==> src/rtl/evt_stream_pkg.sv <==
// Shared types for the event FIFO stream adapter.
// Stats registers are present only with EVT_FIFO_ADAPTER_STATS_EN.
package evt_stream_pkg;

  localparam int EVT_MAX_READ_LATENCY = 4;

  typedef struct packed {
    logic [31:0] beat_cnt;
    logic [31:0] stall_cnt;
  } evt_stream_stats_t;

  function automatic logic [31:0] sat_inc(
    input logic [31:0] v
  );
    return (v == '1) ? v : v + 32'd1;
  endfunction

endpackage

==> src/rtl/evt_skid_buffer.sv <==
// Circular skid buffer holding words returned by the SRAM.
// Read side is registered storage only.
module evt_skid_buffer
  import evt_stream_pkg::*;
#(
  parameter int DATA_WIDTH = 32,
  parameter int DEPTH      = 2
) (
  input  logic                         clk_i,
  input  logic                         rst_i,
  input  logic                         clear,
  input  logic                         write,
  input  logic [DATA_WIDTH-1:0]        write_data,
  input  logic                         read,
  output logic [$clog2(DEPTH+1)-1:0]   occupancy,
  output logic [DATA_WIDTH-1:0]        head_data
);

  localparam int OW = $clog2(DEPTH+1);
  localparam int PW = (DEPTH > 1) ? $clog2(DEPTH) : 1;

  logic [DATA_WIDTH-1:0] mem_q [DEPTH];
  logic [PW-1:0]         head_q;
  logic [PW-1:0]         tail_q;
  logic [OW-1:0]         occ_q;

  function automatic logic [PW-1:0] wrap_inc(
    input logic [PW-1:0] p
  );
    return (p == PW'(DEPTH-1)) ? '0 : p + PW'(1);
  endfunction

  always_ff @(posedge clk_i) begin
    if (rst_i) begin
      for (int i = 0; i < DEPTH; i++) begin
        mem_q[i] <= '0;
      end
      head_q <= '0;
      tail_q <= '0;
      occ_q  <= '0;
    end else if (clear) begin
      head_q <= '0;
      tail_q <= '0;
      occ_q  <= '0;
    end else begin
      if (write) begin
        mem_q[tail_q] <= write_data;
        tail_q        <= wrap_inc(tail_q);
      end
      if (read) begin
        head_q <= wrap_inc(head_q);
      end
      case ({write, read})
        2'b10:   occ_q <= occ_q + OW'(1);
        2'b01:   occ_q <= occ_q - OW'(1);
        default: occ_q <= occ_q;
      endcase
    end
  end

  assign occupancy = occ_q;
  assign head_data = mem_q[head_q];

  // A write into a full buffer without a read would lose a word.
  a_no_overflow: assert property (
    @(posedge clk_i) disable iff (rst_i || clear)
    !(write && !read && occ_q == OW'(DEPTH))
  ) else $fatal(1, "evt_skid_buffer overflow");

endmodule

==> src/rtl/evt_fifo_stream_adapter.sv <==
// SRAM event FIFO read side to valid/ready stream adapter.
// Define EVT_FIFO_ADAPTER_STATS_EN to build the beat/stall counters.
module evt_fifo_stream_adapter
  import evt_stream_pkg::*;
#(
  parameter int DATA_WIDTH   = 32,
  parameter int READ_LATENCY = 1
) (
  input  logic                  clk_i,
  input  logic                  rst_i,
  input  logic                  flush_i,
  input  logic                  fifo_empty_i,
  output logic                  fifo_pop_o,
  input  logic [DATA_WIDTH-1:0] fifo_data_i,
  output logic                  valid_o,
  input  logic                  ready_i,
  output logic [DATA_WIDTH-1:0] data_o,
  output logic [31:0]           beat_cnt_o,
  output logic [31:0]           stall_cnt_o
);

  localparam int SKID_DEPTH = READ_LATENCY + 1;
  localparam int CW = $clog2(2*SKID_DEPTH) + 1;
  localparam int OW = $clog2(SKID_DEPTH+1);

  logic [READ_LATENCY-1:0] inflight_q;
  logic [READ_LATENCY-1:0] inflight_d;
  logic [CW-1:0]           inflight_cnt;
  logic [CW-1:0]           demand;
  logic [OW-1:0]           occ;
  logic                    deq;
  logic                    capture;

  assign valid_o = (occ != '0);
  assign deq     = valid_o & ready_i;
  assign capture = inflight_q[READ_LATENCY-1];

  always_comb begin
    inflight_cnt = '0;
    for (int i = 0; i < READ_LATENCY; i++) begin
      inflight_cnt = inflight_cnt + CW'(inflight_q[i]);
    end
  end

  // Words owed to the buffer after this cycle must still fit.
  assign demand = CW'(occ) + inflight_cnt - CW'(deq);

  assign fifo_pop_o = ~rst_i & ~flush_i & ~fifo_empty_i
                    & (demand < CW'(SKID_DEPTH));

  always_comb begin
    inflight_d = (inflight_q << 1)
               | READ_LATENCY'(fifo_pop_o);
  end

  always_ff @(posedge clk_i) begin
    if (rst_i || flush_i) begin
      inflight_q <= '0;
    end else begin
      inflight_q <= inflight_d;
    end
  end

  evt_skid_buffer #(
    .DATA_WIDTH (DATA_WIDTH),
    .DEPTH      (SKID_DEPTH)
  ) u_skid (
    .clk_i      (clk_i),
    .rst_i      (rst_i),
    .clear      (flush_i),
    .write      (capture),
    .write_data (fifo_data_i),
    .read       (deq),
    .occupancy  (occ),
    .head_data  (data_o)
  );

`ifdef EVT_FIFO_ADAPTER_STATS_EN
  evt_stream_stats_t stats_q;

  always_ff @(posedge clk_i) begin
    if (rst_i) begin
      stats_q <= '0;
    end else begin
      if (deq) begin
        stats_q.beat_cnt <= sat_inc(stats_q.beat_cnt);
      end
      if (valid_o && !ready_i) begin
        stats_q.stall_cnt <= sat_inc(stats_q.stall_cnt);
      end
    end
  end

  assign beat_cnt_o  = stats_q.beat_cnt;
  assign stall_cnt_o = stats_q.stall_cnt;
`else
  assign beat_cnt_o  = '0;
  assign stall_cnt_o = '0;
`endif

endmodule

==> config.mk <==
export PLATFORM = sky130hd
export DESIGN_NAME = evt_fifo_stream_adapter
export DESIGN_NICKNAME = d
export VERILOG_FILES = /design/src/rtl/evt_stream_pkg.sv /design/src/rtl/evt_skid_buffer.sv /design/src/rtl/evt_fifo_stream_adapter.sv
export SDC_FILE = /design/constraint.sdc
export NUM_CORES = 1
export LEC_CHECK = 0
export CORE_MARGIN = 2
export CORE_UTILIZATION = 44
export DETAILED_ROUTE_END_ITERATION = 8
export PLACE_DENSITY_LB_ADDON = 0.25
export SLEW_MARGIN = 20
export SYNTH_ARGS = -nofsm -noshare
export SYNTH_HDL_FRONTEND = slang
export SYNTH_SLANG_ARGS = --single-unit
==> constraint.sdc <==
create_clock -name clk_i -period 2.28 [get_ports clk_i]
set_clock_uncertainty 0.1 [all_clocks]
set_input_delay 0.456 -clock clk_i [delete_from_list [all_inputs] [get_ports clk_i]]
set_output_delay 0.456 -clock clk_i [all_outputs]
set_load 0.01 [all_outputs]
==> results of run 1 <==
==> layer usage <==
metal  up-vias  GRT usage, %  routed length, um  part of all wire, %
li1       1026             -                  -                    -
met1      1050          17.7               2600                   41
met2        82          24.8               3170                   50
met3         8          4.25                456                  7.2
met4         0          5.92                 64                  1.0
met5         -             0                  0                    0
==> cells in the mapped netlist <==
cell,count,area [um^2]
o21ai_0,1,5.00
mux2i_1,1,10.0
or2_2,1,6.26
nor2b_1,1,6.26
mux2_2,30,338
conb_1,1,3.75
buf_4,67,503
clkbuf_1,7,26.3
nor2_4,1,11.3
nor2_1,3,11.3
nand2_1,1,3.75
inv_1,1,3.75
a21oi_1,1,5.00
and3_1,64,400
nor3b_2,1,12.5
nor3_1,2,10.0
xor2_1,2,17.5
a21o_1,2,15.0
and3b_1,1,8.76
fa_1,1,20.0
o21ai_1,1,5.00
and2_2,1,7.51
xnor2_1,1,8.76
buf_2,6,30.0
nor4b_1,2,17.5
mux2_1,2,22.5
nand2b_1,1,6.26
and2b_1,1,7.51
dfxtp_1,6,120
edfxtp_1,64,1920
or2_1,1,6.26
buf_6,1,11.3
==> tightest hold or removal path: cells and delay by family, from the launching register on <==
kind	cells	cell delay, ns
xor+xnor	1	0.08
flops	1	0.32
simple gates	1	0.07
==> kinds of logic after synthesis <==
logic type | count (synthesis)
multiplexers | 33
AND/OR/NAND/NOR | 81
buffers and inverters | 82
AO/OA/AOI/OAI | 5
adder cells (fa/ha/maj) | 1
XOR/XNOR | 3
flip-flops | 70
other | 1
==> how the worst min path moves through the flow <==
stage | startpoint | endpoint | slack, ns
detailed placement | u_skid.head_q$_SDFFE_PP0P_ | u_skid.head_q$_SDFFE_PP0P_ | 0.40
finish | u_skid.head_q$_SDFFE_PP0P_ | u_skid.head_q$_SDFFE_PP0P_ | 0.41
floorplan | u_skid.head_q$_SDFFE_PP0P_ | flip-flop | 0.37
global placement | u_skid.head_q$_SDFFE_PP0P_ | u_skid.head_q$_SDFFE_PP0P_ | 0.39
global route | u_skid.tail_q$_SDFFE_PP0P_ | u_skid.tail_q$_SDFFE_PP0P_ | 0.46
CTS | u_skid.head_q$_SDFFE_PP0P_ | u_skid.head_q$_SDFFE_PP0P_ | 0.42
==> layout make-up <==
class	instances	area, um^2
inverter	1	3.75
multi-input combinational	187	1220
clock inverter	5	50.0
sequential	70	2050
fill	687	3350
clock buffer	11	131
timing repair buffer	87	877
tap	102	128
==> power by group <==
| group | leakage [nW] | internal [mW] | switching, mW |
|---|---|---|---|
| registers | 0.717 | 1.44 | 0.0106 |
| logic | 1.42 | 0.130 | 0.153 |
| clock network | 0.0884 | 0.497 | 0.434 |
==> flip-flops by register name (all words and copies together), names as in the netlist, named ones only <==
name	cells
u_skid.head_q	1
u_skid.tail_q	1
capture	1
u_skid.occupancy	2
u_skid.mem_q	64
==> repair_timing <==
item                       CTS  global route
setup endpoints to repair   15            17
setup buffers                0             0
gates resized for setup     28            16
cloned                       0             0
pin swaps                    3             0
==> per-stage QoR <==
| step | TNS, ns | utilization [%] | cells | hold WS [ns] | setup slack (ns) |
|---|---|---|---|---|---|
| after floorplan | 0 | - | 339 | 0.372 | 0.0501 |
| after detailed placement | -3.54 | 54.1 | 447 | 0.396 | -0.934 |
| final | -0.191 | 57.1 | 463 | 0.406 | -0.191 |
| after global routing | -0.295 | 57.1 | 463 | 0.460 | -0.295 |
| after global placement | -2.07 | 54.1 | 447 | 0.390 | -0.899 |
| after CTS | -0.221 | 56.6 | 463 | 0.416 | -0.221 |
==> reports/qor.yml, run 1 <==
rsz0062_at_grt: "true"
synth-seq-area-share_pct: 57.0
fin_area_mm2: 0.00446
wl_um: 6290
ir_drop_v: 0.000275
finalSetupViolations: 1
slowest_delay_ns: 0.39
min_period_ns: 2.47
synthMuxAreaShare_pct: 10.3
grt_max_degree: 65
placed_area_mm2: 0.00422
hold_viol: 0
final_cell_mix: "64 x and3_1, 64 x conb_1, 64 x edfxtp_1"
cp-startpoint: "u_skid.occupancy[0]$_SDFFE_PP0P_"
yosysWarnings: 0
drive_gt1_share_pct: 19.4
io_buffers: 70
cts-root-buf: "clkbuf_8"
hold_buffers: 0
nets: 394
rr_startpoint: "capture$_SDFF_PP0_"
gr-total-overflow: 0
routedWlPerCell_um: 13.6
dieArea_mm2: 0.00888
synth-xor-area-share_pct: 0.733
hold_path_class: "flip-flop to flip-flop"
power_density_mw_per_mm2: 599
synth_compound_gate_area_share_pct: 0.838
synthSimpleGateAreaFrac_pct: 14.4
cp.depth: 6
critPathArrivalTime_ns: 1.92
endpoint: "fifo_pop_o"
r2r_cells: 4
clkLatencyLatePin_ns: 0.34
vias_per_cell: 4.68
syn_area_mm2: 0.00358
worstMarginPinSlew_ns: 1.03
die_w_um: 94.2
fin_crit_sh_pct: 108
cp-start-kind: "flip-flop"
ys_ff_latch: 70
cts_max_path_buffers: 2
die_h_um: 94.2
place_congestion: 0.773
cts_tree: "yes"
via_count: 2166
core_area_mm2: 0.00781
cts_inserted_buffers: 9
cp_cell_sequence: "and3b_1 -> buf_6 -> fa_2 -> xor2_2 -> nor4b_2 -> buf_2"
drc: 0
setup_ws_ns: -0.191
grt_pass1_wl_um: 9720
grt_use_total_pct: 14.7
avgSynthCellArea_um2: 13.0
rows: 32
dp_hpwl_um: 4040
critPathKind: "flip-flop to output port"
drt_iter0_drc: 67
area_growth_syn_to_layout_pct: 24.4
cp_max_fo: 3
ioPinCount: 135
critPathTopFamily: "simple AND/OR/NAND/NOR gates"
synth_top_family_by_area: "buffers and inverters"
synth_adder_area_share_pct: 0.559
rr_endpoint: "u_skid.mem_q[1][22]$_SDFFCE_PN0P_"
detail-route-antenna-nets: 0
start_util_pct: 45.9
r2r_slack_ns: 0.39
max_freq_ghz: 0.405
num_antenna_cells: 0
power_mw: 2.67
path_buf_inv: 2
holdPathStages: 2
slowest_stage: "fa_2"
synth_cell_type_count: 32
syn_inst: 276
violations: "negative setup slack"
timing.slew.headroom_pct: 31.2
clock-sinks: 70
leakagePower_nw: 2.22
first_global_vias: 2050
critPathCaptureType: "output port"
status: "finished with violations"
maxCapViolations: 0
maxSlewViolCount: 0
clk_pin_slew_ns: 0.07
cts_max_level: 3
first_pass_iters: 4
antenna_found_initial: 0
critPathRequiredTime_ns: 1.72
Note: power is estimated with default switching activity, not from simulation.
==> run 2: changes to the inputs <==
- HOLD_SLACK_MARGIN: default -> 0.08
==> results of run 2 <==
Same layout as run 1: the final DEF is identical, and so are final timing and power.
==> run 3: changes to the inputs <==
- CORE_MARGIN: 2 -> 5
==> run 3 against run 2 <==
  * The flow still finishes with violations (negative setup slack)
  * Cell count rose by 0.86%
  * Non-clock buffer count is 1 higher
  * Critical path depth grew 1
  * Setup slack lost 0.044 ns
  * Highest routed layer unchanged
==> reports/qor.yml, run 3 (synthesis results as in run 1) <==
status: "finished with violations"
violations: "negative setup slack"
fin_crit_sh_pct: 110  # +1.9 points
largest_register_ffs: 64  # unchanged
grt_util_met2_pct: 22.4  # -2.3 points
critPathArrivalTime_ns: 1.96  # +0.04 ns
maxSlewViolCount: 0  # unchanged
max_freq_ghz: 0.398  # -1.8%
gr-total-overflow: 0  # unchanged
num_antenna_cells: 0  # unchanged
cts-root-buf: "clkbuf_8"
leakagePower_nw: 2.22  # about the same
dp_hpwl_um: 4290  # +6.2%
finalSetupViolations: 1  # unchanged
vias_per_cell: 4.72  # +0.84%
met1_usage_pct: 17.5  # -0.22 points
nets: 395  # +0.25%
drc: 0  # unchanged
holdPathStages: 2  # unchanged
clock-sinks: 70  # unchanged
power_density_mw_per_mm2: 618  # +3.2%
hold_buffers: 0  # unchanged
tns_ns: -0.236  # -0.0442 ns
via_count: 2203  # +1.7%
grt_use_total_pct: 13.8  # -0.88 points
antenna_found_initial: 0  # unchanged
cts_max_level: 3  # unchanged
cts_max_path_buffers: 2  # unchanged
ir_drop_v: 0.000304  # +10%
top_usage_layer: "met2"
hold_path_class: "flip-flop to flip-flop"
place_congestion: 0.714  # -7.7%
min_period_ns: 2.52  # +0.0442 ns
rr_startpoint: "u_skid.occupancy[0]$_SDFFE_PP0P_"
critPathTopFamily: "buffers and inverters"
maxCapViolations: 0  # unchanged
hold_viol: 0  # unchanged
setup_ws_ns: -0.236  # -0.0442 ns
cts_inserted_buffers: 9  # unchanged
cts_setup_buffers: 0  # unchanged
critPathRequiredTime_ns: 1.72  # about the same
critPathKind: "input port to output port"
cp_cell_sequence: "clkdlybuf4s15_1 -> and3b_2 -> buf_6 -> fa_2 -> xor2_2 -> nor4b_2 -> buf_2"
wl_um: 6910  # +9.9%
cts_tree: "yes"
clk_pin_slew_ns: 0.07  # about the same
r2r_cells: 5  # +1
regMostFlops: "u_skid.mem_q"
met3_usage_pct: 3.47  # -0.78 points
hp-start: "u_skid.head_q$_SDFFE_PP0P_"
core_area_mm2: 0.00809  # +3.7%
dp.cells: 449  # +0.45%
rsz0062_at_grt: "true"
clkLatencyLatePin_ns: 0.34  # about the same
slowest_delay_ns: 0.39  # about the same
detail-route-antenna-nets: 0  # unchanged
drive_gt1_share_pct: 20.4  # +1.1 points
dieArea_mm2: 0.0100  # +13%
die_w_um: 100  # +6.4%
cp.depth: 7  # +1
grt_max_degree: 65  # unchanged
instances_no_fill: 467  # +0.86%
slowest_stage: "fa_2"
first_pass_iters: 4  # unchanged
area_growth_syn_to_layout_pct: 26.7
first_global_vias: 2238  # +9.2%
critPathCaptureType: "output port"
start_util_pct: 44.3  # -1.6 points
rows: 33  # +3.1%
die_h_um: 100  # +6.4%
cp_max_fo: 4  # +1
path_buf_inv: 3  # +1
drt_iter0_drc: 48  # -28%
grt_pass1_wl_um: 10600  # +8.7%
final_cell_mix: "64 x and3_1, 64 x conb_1, 64 x edfxtp_1"
cp-startpoint: "ready_i"
io_buffers: 70  # unchanged
routedWlPerCell_um: 14.8  # +8.9%
power_mw: 2.80  # +5.1%
cp-start-kind: "input port"
ioPinCount: 135  # unchanged
-- run 3: changes by cell type in the layout (fill, tap and decap cells not counted), moves of 2 or more --
cell / change
buf_12: +3
dlygate4sd2_1: +8
dlymetal6s2s_1: -5
clkbuf_1: -2
buf_4: -3
clkdlybuf4s50_1: -3
-- run 3: report_power, final --
part / leakage (nW) / total [mW] / internal [mW] / switching (mW)
logic: 1.40 / 0.290 / 0.133 / 0.157
registers: 0.717 / 1.45 / 1.44 / 0.0107
clock network: 0.103 / 1.06 / 0.608 / 0.454
total: 2.22 / 2.80 / 2.18 / 0.621
-- run 3: final cells by class --
cell class	instances	area, um^2
multi-input cells	187	1220
flip-flops and latches	70	2050
clock inverters	7	88.8
repair buffers	88	923
well taps	105	131
clock buffers	9	124
fillers	718	3550
inverters	1	3.75
-- run 3: worst register-to-register path, cell delays in order (launching register included) --
cell	delay, ns
dfxtp_2	0.34
and3b_2	0.22
buf_6	0.12
fa_2	0.39
xor2_2	0.16
nor4b_1	0.27
-- run 3: path summary, 6_finish.rpt --
path	end	slack (ns)
min	flip-flop	0.44
max	fifo_pop_o	-0.24
min reg2reg	flip-flop	0.44
max reg2reg	capture$_SDFF_PP0_	0.58
-- run 3: metal layers --
layer	wire, um	share of wire (%)
met4	109	1.6
met2	3410	49
met5	0	0
met3	577	8.4
met1	2810	41
-- run 3: per-stage QoR --
stage	worst slack, ns	hold WS [ns]	cell area, um^2	utilization (%)
3_3_place_gp	-0.910	0.388	4250	52.5
5_1_grt	-0.309	0.478	4540	56.1
4_1_cts	-0.219	0.442	4490	55.5
6_report	-0.236	0.439	4540	56.1
3_5_place_dp	-0.922	0.403	4250	52.5
2_1_floorplan	0.0501	0.372	3820	-
-- run 3: timing repair --
item,CTS,global route
resized for setup,35,12
pin swaps,3,0
cloned,1,0
endpoints found under the setup margin,16,12
